File: config.mk
export PLATFORM = sky130hd
export DESIGN_NAME = uart_tx_frame
export DESIGN_NICKNAME = d
export VERILOG_FILES = /design/src/rtl/uart_tx_frame.sv
export SDC_FILE = /design/constraint.sdc
export NUM_CORES = 1
export LEC_CHECK = 0
export BUFFER_PORTS_ARGS = -buffer_cell sky130_fd_sc_hd__buf_4
export CORE_UTILIZATION = 40
export CTS_BUF_LIST = sky130_fd_sc_hd__clkbuf_8
export DETAILED_ROUTE_END_ITERATION = 6
export GPL_TIMING_DRIVEN = 0
export PLACE_DENSITY = 0.65
export SYNTH_ARGS = -nofsm -noshare
export SYNTH_HDL_FRONTEND = slang
export SYNTH_SLANG_ARGS = --single-unit
File: constraint.sdc
create_clock -name CLK -period 1.3 [get_ports CLK]
set_input_delay 0.195 -clock CLK [delete_from_list [all_inputs] [get_ports CLK]]
set_output_delay 0.195 -clock CLK [all_outputs]
set_load 0.1 [all_outputs]
File: src/rtl/uart_tx_frame.sv
// UART transmit framer: one bit per CLK cycle, with optional even/odd parity.
// TX_OUT and Busy are registered and trail the state register by one cycle.
module uart_tx_frame #(
    parameter int DATA_WIDTH = 8
) (
    input  logic                  CLK,
    input  logic                  RST,
    input  logic [DATA_WIDTH-1:0] P_DATA,
    input  logic                  Data_Valid,
    input  logic                  PAR_EN,
    input  logic                  PAR_TYP,
    output logic                  TX_OUT,
    output logic                  Busy
);

    localparam int CNT_W = (DATA_WIDTH > 1) ? $clog2(DATA_WIDTH) : 1;
    localparam logic [CNT_W-1:0] LAST_BIT = CNT_W'(DATA_WIDTH - 1);

    typedef enum logic [2:0] {
        IDLE,
        START,
        DATA,
        PARITY,
        STOP
    } state_t;

    state_t                state;
    state_t                state_nxt;
    logic [CNT_W-1:0]      bit_cnt;
    logic [DATA_WIDTH-1:0] data_reg;
    logic                  par_en_reg;
    logic                  par_typ_reg;
    logic                  accept;
    logic                  tx_nxt;
    logic                  busy_nxt;

    // Even parity is the XOR of the data bits; odd parity inverts it.
    function automatic logic parity_bit(input logic [DATA_WIDTH-1:0] d,
                                        input logic odd);
        return (^d) ^ odd;
    endfunction

    always_ff @(posedge CLK or posedge RST) begin
        if (RST) begin
            state <= IDLE;
        end else begin
            state <= state_nxt;
        end
    end

    always_comb begin
        state_nxt = state;
        tx_nxt    = 1'b1;
        busy_nxt  = 1'b1;
        accept    = 1'b0;
        case (state)
            IDLE: begin
                busy_nxt = 1'b0;
                if (Data_Valid) begin
                    accept    = 1'b1;
                    state_nxt = START;
                end
            end
            START: begin
                tx_nxt    = 1'b0;
                state_nxt = DATA;
            end
            DATA: begin
                tx_nxt = data_reg[bit_cnt];
                if (bit_cnt == LAST_BIT) begin
                    state_nxt = par_en_reg ? PARITY : STOP;
                end
            end
            PARITY: begin
                tx_nxt    = parity_bit(data_reg, par_typ_reg);
                state_nxt = STOP;
            end
            STOP: begin
                tx_nxt    = 1'b1;
                state_nxt = IDLE;
            end
            default: begin
                busy_nxt  = 1'b0;
                state_nxt = IDLE;
            end
        endcase
    end

    // Frame configuration is captured once so mid-frame input changes are inert.
    always_ff @(posedge CLK or posedge RST) begin
        if (RST) begin
            data_reg    <= '0;
            par_en_reg  <= 1'b0;
            par_typ_reg <= 1'b0;
        end else if (accept) begin
            data_reg    <= P_DATA;
            par_en_reg  <= PAR_EN;
            par_typ_reg <= PAR_TYP;
        end
    end

    always_ff @(posedge CLK or posedge RST) begin
        if (RST) begin
            bit_cnt <= '0;
        end else if (state == START) begin
            bit_cnt <= '0;
        end else if (state == DATA) begin
            bit_cnt <= bit_cnt + CNT_W'(1);
        end
    end

    always_ff @(posedge CLK or posedge RST) begin
        if (RST) begin
            TX_OUT <= 1'b1;
            Busy   <= 1'b0;
        end else begin
            TX_OUT <= tx_nxt;
            Busy   <= busy_nxt;
        end
    end

endmodule

## Word level (Yosys, flattened, before mapping)

Index checks and enable logic that the tools add are counted.

| word-level totals | value |
|---|---|
| output and inout port bits | 2 |
| logic and storage cells | 34 |
| bits of input ports | 13 |
| flip-flop bits (word level) | 18 |

| cells by class | value |
|---|---|
| bitwise logic cells | 1 |
| eq/ne operators | 7 |
| muxes and demuxes | 12 |
| $add $sub $neg | 1 |
| reduce and logical (&&, ||, !) cells | 5 |
| $lt $le $gt $ge | 1 |

Operators by type and width:

| cell | number |
|---|---|
| 3-bit two-way mux | 5 |
| 3-bit one-hot mux with 4 select lines | 1 |
| 8-bit parity | 1 |
| 3-bit by 2-bit equality test with 1-bit output (second input constant) | 2 |
| 3-bit equality test (second input constant) | 2 |
| 3-bit by 4-bit < comparator with 1-bit output (second input constant) | 1 |
| 1-bit two-way mux | 4 |
| 2-bit != test (second input constant) | 2 |
| 4-bit OR reduction | 1 |
| 3-bit by 1-bit adder with 3-bit output (second input constant) | 1 |
| 1-bit binary-select mux with 3-bit select | 1 |
| 3-bit by 1-bit equality test with 1-bit output (second input constant) | 1 |
| 3-bit zero test | 1 |
| 1-bit one-hot mux with 3 select lines | 1 |
| 2-bit AND reduction | 1 |
| 2-bit nonzero test | 1 |
| 1-bit XOR | 1 |

## Depth between registers and ports, before layout

| logic depth | value |
|---|---|
| word-level depth | 3 |
| mapped depth | 6 |
| gate-level depth less buffers | 6 |

## Worst setup path before layout

No wires, ideal clock.

| path | value |
|---|---|
| path kind | register to register |
| start point | register state[2] |
| end point | register data_reg[0] |
| stages on the path, launching flop included | 5 |
| arrival time | 1.304 ns |
| path buffers | 2 |
| setup slack | -0.129 ns |
| clock period less this slack | 1.429 ns |
| path through | dfrtp_1 > clkbuf_1 > nor4b_1 > buf_2 > mux2_2 |

| between the ends | value |
|---|---|
| cells in the longest elaborated chain, start to end | 2 |

RTL lines:

| item | line | RTL |
|---|---|---|
| start: declaration | 27 | `state_t state;` |
| start signal: assignment | 47 | `state <= state_nxt;` |
| 3-bit zero test | 56 | `case (state)` |
| 1-bit two-way mux | 56 |  |
| end signal: assignment | 92 | `data_reg <= '0;` |
| end signal: assignment | 96 | `data_reg <= P_DATA;` |
| end: declaration | 30 | `logic [DATA_WIDTH-1:0] data_reg;` |

Every way passes these cells.
A chain may end at the register's enable or synchronous reset.

## Worst setup path in the final report

| path | value |
|---|---|
| start point | register state[0] |
| end point | register data_reg[0] |

The elaborated chain is that of the path after synthesis.

==> results.py <==
metrics = {
    "yosys": {
        "syn_area_per_cell_um2": 12.6,
        "yosysSeqAreaShare": 0.506,
        "synth_seq_cells": 18,
        "synth_fp_nets": 86,
        "yosysWarnings": 0,
        "synth_area_um2": 893,
        "synth_area_leaders": "dfrtp_1 48%, mux2_2 8.8%, xnor2_1 4.9%, mux2_1 3.8%, dfstp_2 2.9%",
        "synth_cell_types": 29,
        "netlist.top_cell.by_area": "dfrtp_1",
        "synthDominantCellAreaShare": 0.476,
        "synth_cells": 71,
    },
    "worst_hold_path": {
        "hp-class": "in -> async",
    },
    "setup_path": {
        "rr_worst_depth": 3,
        "r2r-end": "data_reg[0]$_DFFE_PP0P_",
        "slowest_delay_ns": 0.41,
        "crit_type": "reg -> reg",
        "cp_max_fo": 5,
        "path_buf_inv": 1,
        "cp_top_family": "flip-flops",
        "rrSetupSlack_ns": -0.12,
        "worstPathArrival_ns": 1.56,
        "required_ns": 1.44,
        "crit_path_start_kind": "register",
        "end_kind": "register",
        "r2r_start": "state[0]$_DFFE_PP0P_",
        "critPathSlowestCell": "dfrtp_1",
        "cp_cell_sequence": "nor4b_4 > buf_6 > mux2_2",
    },
    "clocking": {
        "htree_levels": 1,
        "clock_sinks": 18,
        "clk_latency_ns": 0.25,
        "cts_tree": "built",
        "clock_path_buffers": 2,
        "root_buffer": "clkbuf_8",
        "clk_pin_slew_ns": 0.07,
        "cts_made_buffers": 3,
    },
    "floorplan": {
        "row_count": 16,
        "dieHeight_um": 49.3,
        "dieArea_mm2": 0.00243,
        "io_pins": 15,
        "die_width_um": 49.3,
        "initial_core_util": 0.442,
        "core-area_mm2": 0.00202,
    },
    "sta": {
        "hold_viol_final": 0,
        "relSlewSlack": 0.564,
        "finalSetupViolCount": 11,
        "worstMarginPinSlew_ns": 0.654,
        "rsz0062_at_grt": "yes",
        "timing.final.ws_setup_ns": -0.116,
        "finalCritPeriodShare": 1.09,
        "max_freq_mhz": 706,
        "slew_viol_final": 0,
        "min_period_ns": 1.42,
        "fin_skew_ns": 0.00328,
        "timing.hold.ws_ns": 0.0337,
    },
    "route": {
        "wire_per_inst_um": 14.6,
        "route.antenna.remaining_nets": 0,
        "via_per_inst": 5.24,
        "first_iter_violations": 6,
        "num_vias": 624,
        "totalWireLength_um": 1740,
        "first_pass_iters": 4,
        "drc": 0,
    },
    "global_route": {
        "grt_pass1_vias": 637,
        "overflow": 0,
        "antenna_found_initial": 0,
        "grt_pass1_wl_um": 2780,
        "grt_start_max_net_pins": 19,
        "grt_usage": 0.154,
    },
    "power_and_ir_drop": {
        "p_leak_nw": 0.542,
        "power_density_mw_per_mm2": 2790,
        "vdd_drop_max_mv": 1.50,
        "fin_total_pwr_mw": 3.33,
    },
    "layout": {
        "diodes": 0,
        "fin_cells": 119,
        "multi_input_area_um2": 497,
        "post-route-util": 0.590,
        "nFillCells": 161,
        "area_growth_pct": 33.6,
        "largest_reg_flops": 8,
        "nets": 108,
        "regArea_um2": 455,
        "layout-drive-gt1-share": 0.489,
    },
    "run_status": {
        "status": "finished with violations",
        "violations": "negative setup slack",
    },
    "run": {
        "cap_violations": 0,
    },
    "placed_design": {
        "placed_cells": 112,
        "gp_congestion": 0.662,
        "io_buffers": 14,
        "place_hpwl_um": 1060,
    },
}
[power breakdown]
part	switching (mW)	internal [mW]
sequential	0.259	0.849
combinational	0.872	0.966
clock	0.178	0.210
total	1.31	2.02
[cells by family after synthesis]
kind of cell               Yosys count  synth area share
xor gates and xnor gates             7            0.0840
AOI/OAI and AO/OA                   11            0.0812
buffers and inverters                5            0.0224
DFF                                 18             0.506
adders and majority gates            2            0.0280
and+or+nand+nor                     14            0.0756
muxes                               14             0.203
[stage by stage]
step	TNS (ns)	setup WS, ns	area, um2
2_1_floorplan	-0.379	-0.0378	908
3_3_place_gp	-1.17	-0.116	1050
3_5_place_dp	-1.35	-0.134	1050
4_1_cts	-1.39	-0.143	1150
5_1_grt	-1.37	-0.195	1190
6_report	-0.962	-0.116	1190
[repair_timing]
action                                  in CTS  in global routing
hold buffers                                 0                  0
cloned                                       1                  0
endpoints found under the setup margin      13                 16
buffers inserted                             3                  0
gates resized for setup                      9                 17
pin swaps                                    3                  4
[cells in the final DEF, fill, tap and decap left out, types with 2 or more instances in the layout]
cell / instances
xnor2_1: 5
a22oi_1: 2
mux2_4: 9
mux2i_1: 2
o21ai_1: 3
nor2_1: 4
clkbuf_8: 3
a21oi_1: 2
inv_1: 2
buf_6: 2
nor3_1: 2
mux4_2: 2
nand2_1: 4
dfrtp_2: 3
buf_4: 17
dfrtp_1: 14
[synth_stat cells (all sizes together)]
cell type / n
mux2i: 2
a21oi: 2
o21ai: 3
a41oi: 1
xnor2: 5
buf: 1
nor2b: 1
ha: 2
o311ai: 1
nand2: 4
xor2: 1
nand2b: 1
inv: 2
clkbuf: 2
a21o: 1
dfrtp: 17
xnor3: 1
and3: 1
nor3: 2
o21a: 1
dfstp: 1
mux4: 2
nor4b: 1
nor2: 4
mux2: 10
a22oi: 2
[worst max path at each step]
stage / startpoint / end / slack [ns] / depth (start not counted)
6_report: state[0]$_DFFE_PP0P_ / data_reg[0]$_DFFE_PP0P_ / -0.12 / 3
5_1_grt: data_reg[0]$_DFFE_PP0P_ / TX_OUT$_DFF_PP1_ / -0.19 / 3
3_3_place_gp: data_reg[5]$_DFFE_PP0P_ / TX_OUT$_DFF_PP1_ / -0.12 / 4
4_1_cts: state[2]$_DFFE_PP0P_ / data_reg[4]$_DFFE_PP0P_ / -0.14 / 4
2_1_floorplan: state[2]$_DFFE_PP0P_ / data_reg[0]$_DFFE_PP0P_ / -0.04 / 4
3_5_place_dp: bit_cnt[2]$_DFFE_PP0P_ / TX_OUT$_DFF_PP1_ / -0.13 / 4
[final cells by class]
class	count	area share
plain buffers	2	0.0136
clock buffers	3	0.0346
clock inverters	1	0.00314
inverters	2	0.00629
multi-input cells	48	0.416
flip-flops and latches	18	0.382
well taps	27	0.0283
repair buffers	18	0.116
[layer usage]
metal	share of wire	vias to the layer above	global-route usage	routed length, um
met2	0.49	13	0.242	846
met5	0	-	0	0
li1	-	296	-	-
met1	0.47	315	0.192	823
met4	0	0	0.0490	0
met3	0.042	0	0.0623	74
(Power assumes the default switching activity.)
